--- src/rtl/arm_pkg.sv ---
// Shared types and constants for the MEM-stage data-memory path.
// Used by sram_controller and its interface.
package arm_pkg;

    localparam int SRAM_ADDR_W = 18;
    localparam int SRAM_DATA_W = 16;
    localparam logic [31:0] DATA_BASE_DEFAULT = 32'd1024;

    typedef enum logic [2:0] {
        IDLE,
        LOW,
        HIGH,
        WAIT,
        DONE
    } state_t;

    // Byte address to 32-bit SRAM word index, relative to the data segment base.
    function automatic logic [SRAM_ADDR_W-2:0] word_of(input logic [31:0] addr,
                                                       input logic [31:0] base);
        return (SRAM_ADDR_W-1)'((addr - base) >> 2);
    endfunction

endpackage

--- src/rtl/sram_controller_if.sv ---
// MEM-stage load/store handshake between the pipeline (master) and the
// SRAM controller (slave).
interface sram_controller_if;

    logic        wr_en;
    logic        rd_en;
    logic [31:0] address;
    logic [31:0] write_data;
    logic [31:0] read_data;
    logic        ready;

    modport master (
        output wr_en, rd_en, address, write_data,
        input  read_data, ready
    );

    modport slave (
        input  wr_en, rd_en, address, write_data,
        output read_data, ready
    );

endinterface

--- src/rtl/sram_controller.sv ---
// Serves 32-bit MEM-stage loads/stores from a 16-bit async SRAM as two half-word
// accesses. Optional single-entry read cache: define SRAM_CTRL_HIT_BYPASS_EN.
module sram_controller
    import arm_pkg::*;
#(
    parameter logic [31:0] DATA_BASE     = DATA_BASE_DEFAULT,
    parameter int          ACCESS_CYCLES = 6
) (
    input  logic                   clk,
    input  logic                   rst,
    sram_controller_if.slave       mem,
    output logic [SRAM_ADDR_W-1:0] sram_addr,
    output logic [SRAM_DATA_W-1:0] sram_dq_out,
    output logic                   sram_dq_oe,
    input  logic [SRAM_DATA_W-1:0] sram_dq_in,
    output logic                   sram_we_n
);

    localparam logic [4:0] WAIT_LOAD = 5'(ACCESS_CYCLES - 4);

    state_t                 state;
    state_t                 next_state;
    logic                   op_write;
    logic [SRAM_ADDR_W-2:0] word_q;
    logic [31:0]            wdata_q;
    logic [15:0]            rbuf_lo;
    logic [31:0]            read_q;
    logic [4:0]             count;

    logic                   req;
    logic                   ready_c;
    logic                   hit_c;
    logic [31:0]            hit_data;
    logic [SRAM_ADDR_W-2:0] req_word;

    logic [SRAM_ADDR_W-1:0] pin_addr;
    logic [SRAM_DATA_W-1:0] pin_dq;
    logic                   pin_oe;
    logic                   pin_we_n;

    assign req           = mem.rd_en | mem.wr_en;
    assign req_word      = word_of(mem.address, DATA_BASE);
    assign mem.ready     = ready_c;
    assign mem.read_data = read_q;

`ifdef SRAM_CTRL_HIT_BYPASS_EN
    logic                   cache_valid;
    logic [SRAM_ADDR_W-2:0] cache_word;
    logic [31:0]            cache_data;

    assign hit_c    = (state == IDLE) && cache_valid && mem.rd_en && !mem.wr_en
                      && (req_word == cache_word);
    assign hit_data = cache_data;

    // Reads fill the entry; a store to the cached word keeps it coherent.
    always_ff @(posedge clk or posedge rst) begin
        if (rst) begin
            cache_valid <= 1'b0;
            cache_word  <= '0;
            cache_data  <= '0;
        end else if (state == DONE) begin
            if (!op_write) begin
                cache_valid <= 1'b1;
                cache_word  <= word_q;
                cache_data  <= read_q;
            end else if (cache_valid && cache_word == word_q) begin
                cache_data <= wdata_q;
            end
        end
    end
`else
    assign hit_c    = 1'b0;
    assign hit_data = '0;
`endif

    always_ff @(posedge clk or posedge rst) begin
        if (rst) begin
            state <= IDLE;
        end else begin
            state <= next_state;
        end
    end

    // ready never depends on the SRAM data bus, only on state and the request.
    always_comb begin
        next_state = state;
        ready_c    = 1'b0;
        case (state)
            IDLE: begin
                ready_c = ~req | hit_c;
                if (req && !hit_c) begin
                    next_state = LOW;
                end
            end
            LOW:  next_state = HIGH;
            HIGH: next_state = WAIT;
            WAIT: begin
                if (count == 5'd0) begin
                    next_state = DONE;
                end
            end
            DONE: begin
                ready_c    = 1'b1;
                next_state = IDLE;
            end
            default: next_state = IDLE;
        endcase
    end

    // Pin values for the coming cycle, registered so the strobes are glitch-free.
    always_comb begin
        pin_addr = '0;
        pin_dq   = '0;
        pin_oe   = 1'b0;
        pin_we_n = 1'b1;
        if (state == IDLE && next_state == LOW) begin
            pin_addr = {req_word, 1'b0};
            if (mem.wr_en) begin
                pin_dq   = mem.write_data[15:0];
                pin_oe   = 1'b1;
                pin_we_n = 1'b0;
            end
        end else if (state == LOW) begin
            pin_addr = {word_q, 1'b1};
            if (op_write) begin
                pin_dq   = wdata_q[31:16];
                pin_oe   = 1'b1;
                pin_we_n = 1'b0;
            end
        end
    end

    always_ff @(posedge clk or posedge rst) begin
        if (rst) begin
            sram_addr   <= '0;
            sram_dq_out <= '0;
            sram_dq_oe  <= 1'b0;
            sram_we_n   <= 1'b1;
            op_write    <= 1'b0;
            word_q      <= '0;
            wdata_q     <= '0;
            rbuf_lo     <= '0;
            read_q      <= '0;
            count       <= '0;
        end else begin
            sram_addr   <= pin_addr;
            sram_dq_out <= pin_dq;
            sram_dq_oe  <= pin_oe;
            sram_we_n   <= pin_we_n;
            if (state == IDLE && next_state == LOW) begin
                op_write <= mem.wr_en;
                word_q   <= req_word;
                wdata_q  <= mem.write_data;
            end
            if (hit_c) begin
                read_q <= hit_data;
            end
            if (state == LOW && !op_write) begin
                rbuf_lo <= sram_dq_in;
            end
            if (state == HIGH) begin
                count <= WAIT_LOAD;
                if (!op_write) begin
                    read_q <= {sram_dq_in, rbuf_lo};
                end
            end
            if (state == WAIT && count != 5'd0) begin
                count <= count - 5'd1;
            end
        end
    end

endmodule
--- src/flat_wrapper.sv ---
// flat-port wrapper written by rule: the top's interface ports become plain ports
module sram_controller_flat import arm_pkg::*;
#(
    parameter logic [31:0] DATA_BASE     = DATA_BASE_DEFAULT,
    parameter int          ACCESS_CYCLES = 6
)
  (clk, rst, sram_addr, sram_dq_out, sram_dq_oe, sram_dq_in, sram_we_n, mem_wr_en, mem_rd_en, mem_address, mem_write_data, mem_read_data, mem_ready);
  sram_controller_if mem_i ();
  input  logic clk;
  input  logic rst;
  output logic [SRAM_ADDR_W-1:0] sram_addr;
  output logic [SRAM_DATA_W-1:0] sram_dq_out;
  output logic sram_dq_oe;
  input  logic [SRAM_DATA_W-1:0] sram_dq_in;
  output logic sram_we_n;
  input wire logic [$bits(mem_i.wr_en)-1:0] mem_wr_en;
  input wire logic [$bits(mem_i.rd_en)-1:0] mem_rd_en;
  input wire logic [$bits(mem_i.address)-1:0] mem_address;
  input wire logic [$bits(mem_i.write_data)-1:0] mem_write_data;
  output wire logic [$bits(mem_i.read_data)-1:0] mem_read_data;
  output wire logic [$bits(mem_i.ready)-1:0] mem_ready;
  assign mem_i.wr_en = mem_wr_en;
  assign mem_i.rd_en = mem_rd_en;
  assign mem_i.address = mem_address;
  assign mem_i.write_data = mem_write_data;
  assign mem_read_data = mem_i.read_data;
  assign mem_ready = mem_i.ready;
  sram_controller #(.DATA_BASE(DATA_BASE), .ACCESS_CYCLES(ACCESS_CYCLES)) u_core (.clk(clk), .rst(rst), .mem(mem_i), .sram_addr(sram_addr), .sram_dq_out(sram_dq_out), .sram_dq_oe(sram_dq_oe), .sram_dq_in(sram_dq_in), .sram_we_n(sram_we_n));
endmodule
--- config.mk ---
export PLATFORM = sky130hd
export DESIGN_NAME = sram_controller_flat
export DESIGN_NICKNAME = d
export VERILOG_FILES = /design/src/rtl/arm_pkg.sv /design/src/rtl/sram_controller_if.sv /design/src/rtl/sram_controller.sv /design/src/flat_wrapper.sv
export SDC_FILE = /design/constraint.sdc
export NUM_CORES = 1
export LEC_CHECK = 0
export ABC_CLOCK_PERIOD_IN_PS = 4260
export CAP_MARGIN = 20
export CORE_MARGIN = 5
export CORE_UTILIZATION = 42
export DETAILED_ROUTE_END_ITERATION = 12
export PLACE_DENSITY_LB_ADDON = 0.2
export SYNTH_ARGS = -nofsm -noshare
export SYNTH_HDL_FRONTEND = slang
export SYNTH_SLANG_ARGS = --single-unit
--- constraint.sdc ---
create_clock -name clk -period 4.26 [get_ports clk]
set_input_delay 0.852 -clock clk [delete_from_list [all_inputs] [get_ports clk]]
set_output_delay 0.852 -clock clk [all_outputs]
set_load 0.02 [all_outputs]
==> results_dict.tcl <==
set metrics [dict create \
    antenna_found_initial 0 \
    clkLatencyLatePin_ns 0.41 \
    relSlewSlack 0.397 \
    min_path_type "flop to flop" \
    dieWidth_um 117 \
    whs_ns 0.474 \
    power_density_mw_per_mm2 705 \
    drc 0 \
    hold_viol 0 \
    cts_inserted_buffers 17 \
    async_flop_share 1.00 \
    finalSetupViolCount 0 \
    cp_max_fo 3 \
    cts_tree "done" \
    setup_ws_ns 1.02 \
    critPathRequiredTime_ns 3.41 \
    ys_seq_area_frac 0.650 \
    route.vias.total 3431 \
    grt.total_usage 0.169 \
    syn-num-nets 486 \
    synth_warnings 0 \
    hpwl_mm 7.45 \
    routedWlPerCell_um 15.9 \
    clock-root-buffer "clkbuf_16" \
    pwr-share-clk 0.265 \
    pre_cts_slack_ns 0.974 \
    startpoint_type "primary input" \
    status "complete, no violations" \
    h-tree-depth 4 \
    synth_flop_cell "dfrtp_1" \
    grt_max_degree 73 \
    register_area_mm2 0.00315 \
    p_switching_uw 1530 \
    critPathArrivalTime_ns 2.39 \
    finalCriticalPeriod_ns 3.24 \
    setup_tns_ns 0 \
    ir_worst_vdd_v 0.000469 \
    cts_resized 0 \
    antenna_left 0 \
    start_util 0.427 \
    post_cts_buffers 0 \
    p_leak_uw 0.00318 \
    drv_slew 0 \
    worst_pin_slew_ns 0.900 \
    gp_congestion 0.789 \
    total_power_uw 4890 \
    core_area_mm2 0.0114 \
    final.period_utilization 0.760 \
    dr.pass1.iters 4 \
    ys_seq_elements 126 \
    endpoint_kind "output pin" \
    synth_area_mm2 0.00485 \
    maxCapViolCount 0 \
    syn_area_per_cell_um2 12.2 \
    synthToLayoutAreaGrowth_pct 42.9 \
    drt_wl_total_mm 11.0 \
    multiInputGateArea_mm2 0.00161 \
    combPwrFrac 0.335 \
    portBuffers 137 \
    antenna_cells 0 \
    clock.fmax_ghz 0.309 \
    cts-hold-fix-buffers 0 \
    synth.distinct_cells 38 \
    path_class "primary input to output pin" \
    clock-sinks 126 \
    fin_area_mm2 0.00693 \
    rsz0062_at_grt "no" \
    final_nets 627 \
    final_layout_size_suffix_gt1_frac 0.159 \
    synth_cells 399 \
    num_rows 39 \
    drt_iter0_markers 166 \
    fill_cells 939 \
    switching_share 0.314 \
    pwr-share-seq 0.399 \
    fin_worst_skew_ns 0.0123 \
    first_global_vias 3686 \
    overflow 0 \
    synth-edff-count 0 \
    grt_pass1_wl_mm 18.7 \
    pin_count 153 \
    die_area_mm2 0.0138 \
    die_y_um 117 \
    place_area_mm2 0.00639 \
    clock_path_buffers 2 \
    routed_via_density 4.94 \
    intPower_uw 3360 \
    path_clk_slew_ns 0.05 \
]
critical path, stage by stage:
cell             delay, ns
clkdlybuf4s50_1       0.48
nor2_1                0.19
nor2_1                0.06
nor3_1                0.15
clkdlybuf4s50_1       0.65
cells in the final DEF (no fill, tap or decap), types with 2 or more instances in the layout:
master	netlist	layout
nand2b_1	2	2
mux2_1	2	2
clkdlybuf4s50_1	0	137
clkinvlp_4	0	2
o21ai_2	2	2
a21oi_1	4	4
or4_4	2	2
a21o_1	9	9
o21ai_0	13	12
nor2b_1	4	2
or4_1	2	2
and2_1	2	2
clkbuf_16	0	17
a22o_1	17	17
inv_1	8	7
mux2_2	46	46
buf_4	0	3
nand2_1	106	106
nor2b_2	0	2
dfrtp_1	125	125
clkinv_2	0	4
nor2_1	7	7
ha_1	3	3
or3_1	2	2
nor3_1	5	4
xnor2_1	2	2
xor2_1	2	2
clkbuf_1	11	6
power groups by stage:
stage / combinational [µW] / clock (µW) / sequential (µW)
4_1_cts: 1660 / 1320 / 1950
6_report: 1640 / 1300 / 1950
3_5_place_dp: 1660 / 0 / 1970
3_3_place_gp: 1620 / 0 / 1940
2_1_floorplan: 722 / 0 / 2180
5_1_grt: 1790 / 1390 / 2010
state kept, by name (all words and copies together), names as in the netlist:
name	cells
u_core.wdata_q	16
u_core.sram_we_n	1
u_core.sram_dq_out	16
u_core.sram_dq_oe	1
u_core.word_q	17
u_core.count	5
u_core.op_write	1
u_core.state	3
u_core.mem.read_data	32
u_core.rbuf_lo	16
u_core.sram_addr	18
cell families (layout without fill, tap and decap cells):
logic type / count (synthesis) / after routing / share of synthesized area
and+or+nand+nor: 138 / 138 / 0.123
DFF: 126 / 126 / 0.650
AOI/OAI and AO/OA: 52 / 52 / 0.0768
muxes: 48 / 48 / 0.111
buffers and inverters: 28 / 181 / 0.0237
xor gates and xnor gates: 4 / 4 / 0.00722
adders and majority gates: 3 / 3 / 0.00774
metal layers:
| layer | part of all wire | GRT usage |
|---|---|---|
| met5 | 0 | 0 |
| met4 | 0.015 | 0.0602 |
| met3 | 0.082 | 0.0726 |
| met2 | 0.45 | 0.254 |
| met1 | 0.45 | 0.219 |
through the flow:
stage | cells | utilization
2_1_floorplan | 399 | -
3_3_place_gp | 663 | 0.562
3_5_place_dp | 663 | 0.562
4_1_cts | 694 | 0.608
5_1_grt | 695 | 0.610
6_report | 695 | 0.610
Yosys cell counts (2+ instances only):
library cell | count | area share
a21o_1 | 9 | 0.014
o21ai_0 | 13 | 0.013
nor2_1 | 7 | 0.0054
or4_1 | 2 | 0.0031
xor2_1 | 2 | 0.0036
or3_1 | 2 | 0.0026
mux2_2 | 46 | 0.11
or4_4 | 2 | 0.0046
nor3_1 | 5 | 0.0052
buf_2 | 8 | 0.0083
nand2_1 | 106 | 0.082
xnor2_1 | 2 | 0.0036
dfrtp_1 | 125 | 0.64
nor2b_1 | 4 | 0.0052
ha_1 | 3 | 0.0077
a22o_1 | 17 | 0.031
inv_1 | 8 | 0.0062
and2_1 | 2 | 0.0026
nand2b_1 | 2 | 0.0026
mux2_1 | 2 | 0.0046
o21ai_2 | 2 | 0.0036
clkbuf_1 | 11 | 0.0085
a21oi_1 | 4 | 0.0041
path summary, 6_finish.rpt:
kind | start | to | slack (ns) | depth (start not counted)
setup / recovery | mem_wr_en | mem_ready | 1.02 | 5
hold / removal | u_core.wdata_q[29]$_DFFE_PP0P_ | u_core.wdata_q[29]$_DFFE_PP0P_ | 0.47 | 2
setup reg to reg | u_core.state[0]$_DFF_PP0_ | u_core.rbuf_lo[8]$_DFFE_PP0P_ | 1.72 | 5
hold reg to reg | u_core.wdata_q[29]$_DFFE_PP0P_ | u_core.wdata_q[29]$_DFFE_PP0P_ | 0.47 | 2
max in group asynchronous | rst | u_core.sram_dq_out[3]$_DFF_PP0_ | 2.47 | 3
min in group asynchronous | rst | u_core.mem.read_data[16]$_DFFE_PP0P_ | 0.99 | 2
cell type report:
type	count	area share
Timing Repair Buffer	142	0.206
Sequential cell	126	0.455
Tap cell	143	0.0258
Clock inverter	7	0.00939
Clock buffer	24	0.0666
Multi-Input combinational cell	245	0.232
Inverter	8	0.00469
Note: power is estimated with default switching activity, not from simulation.
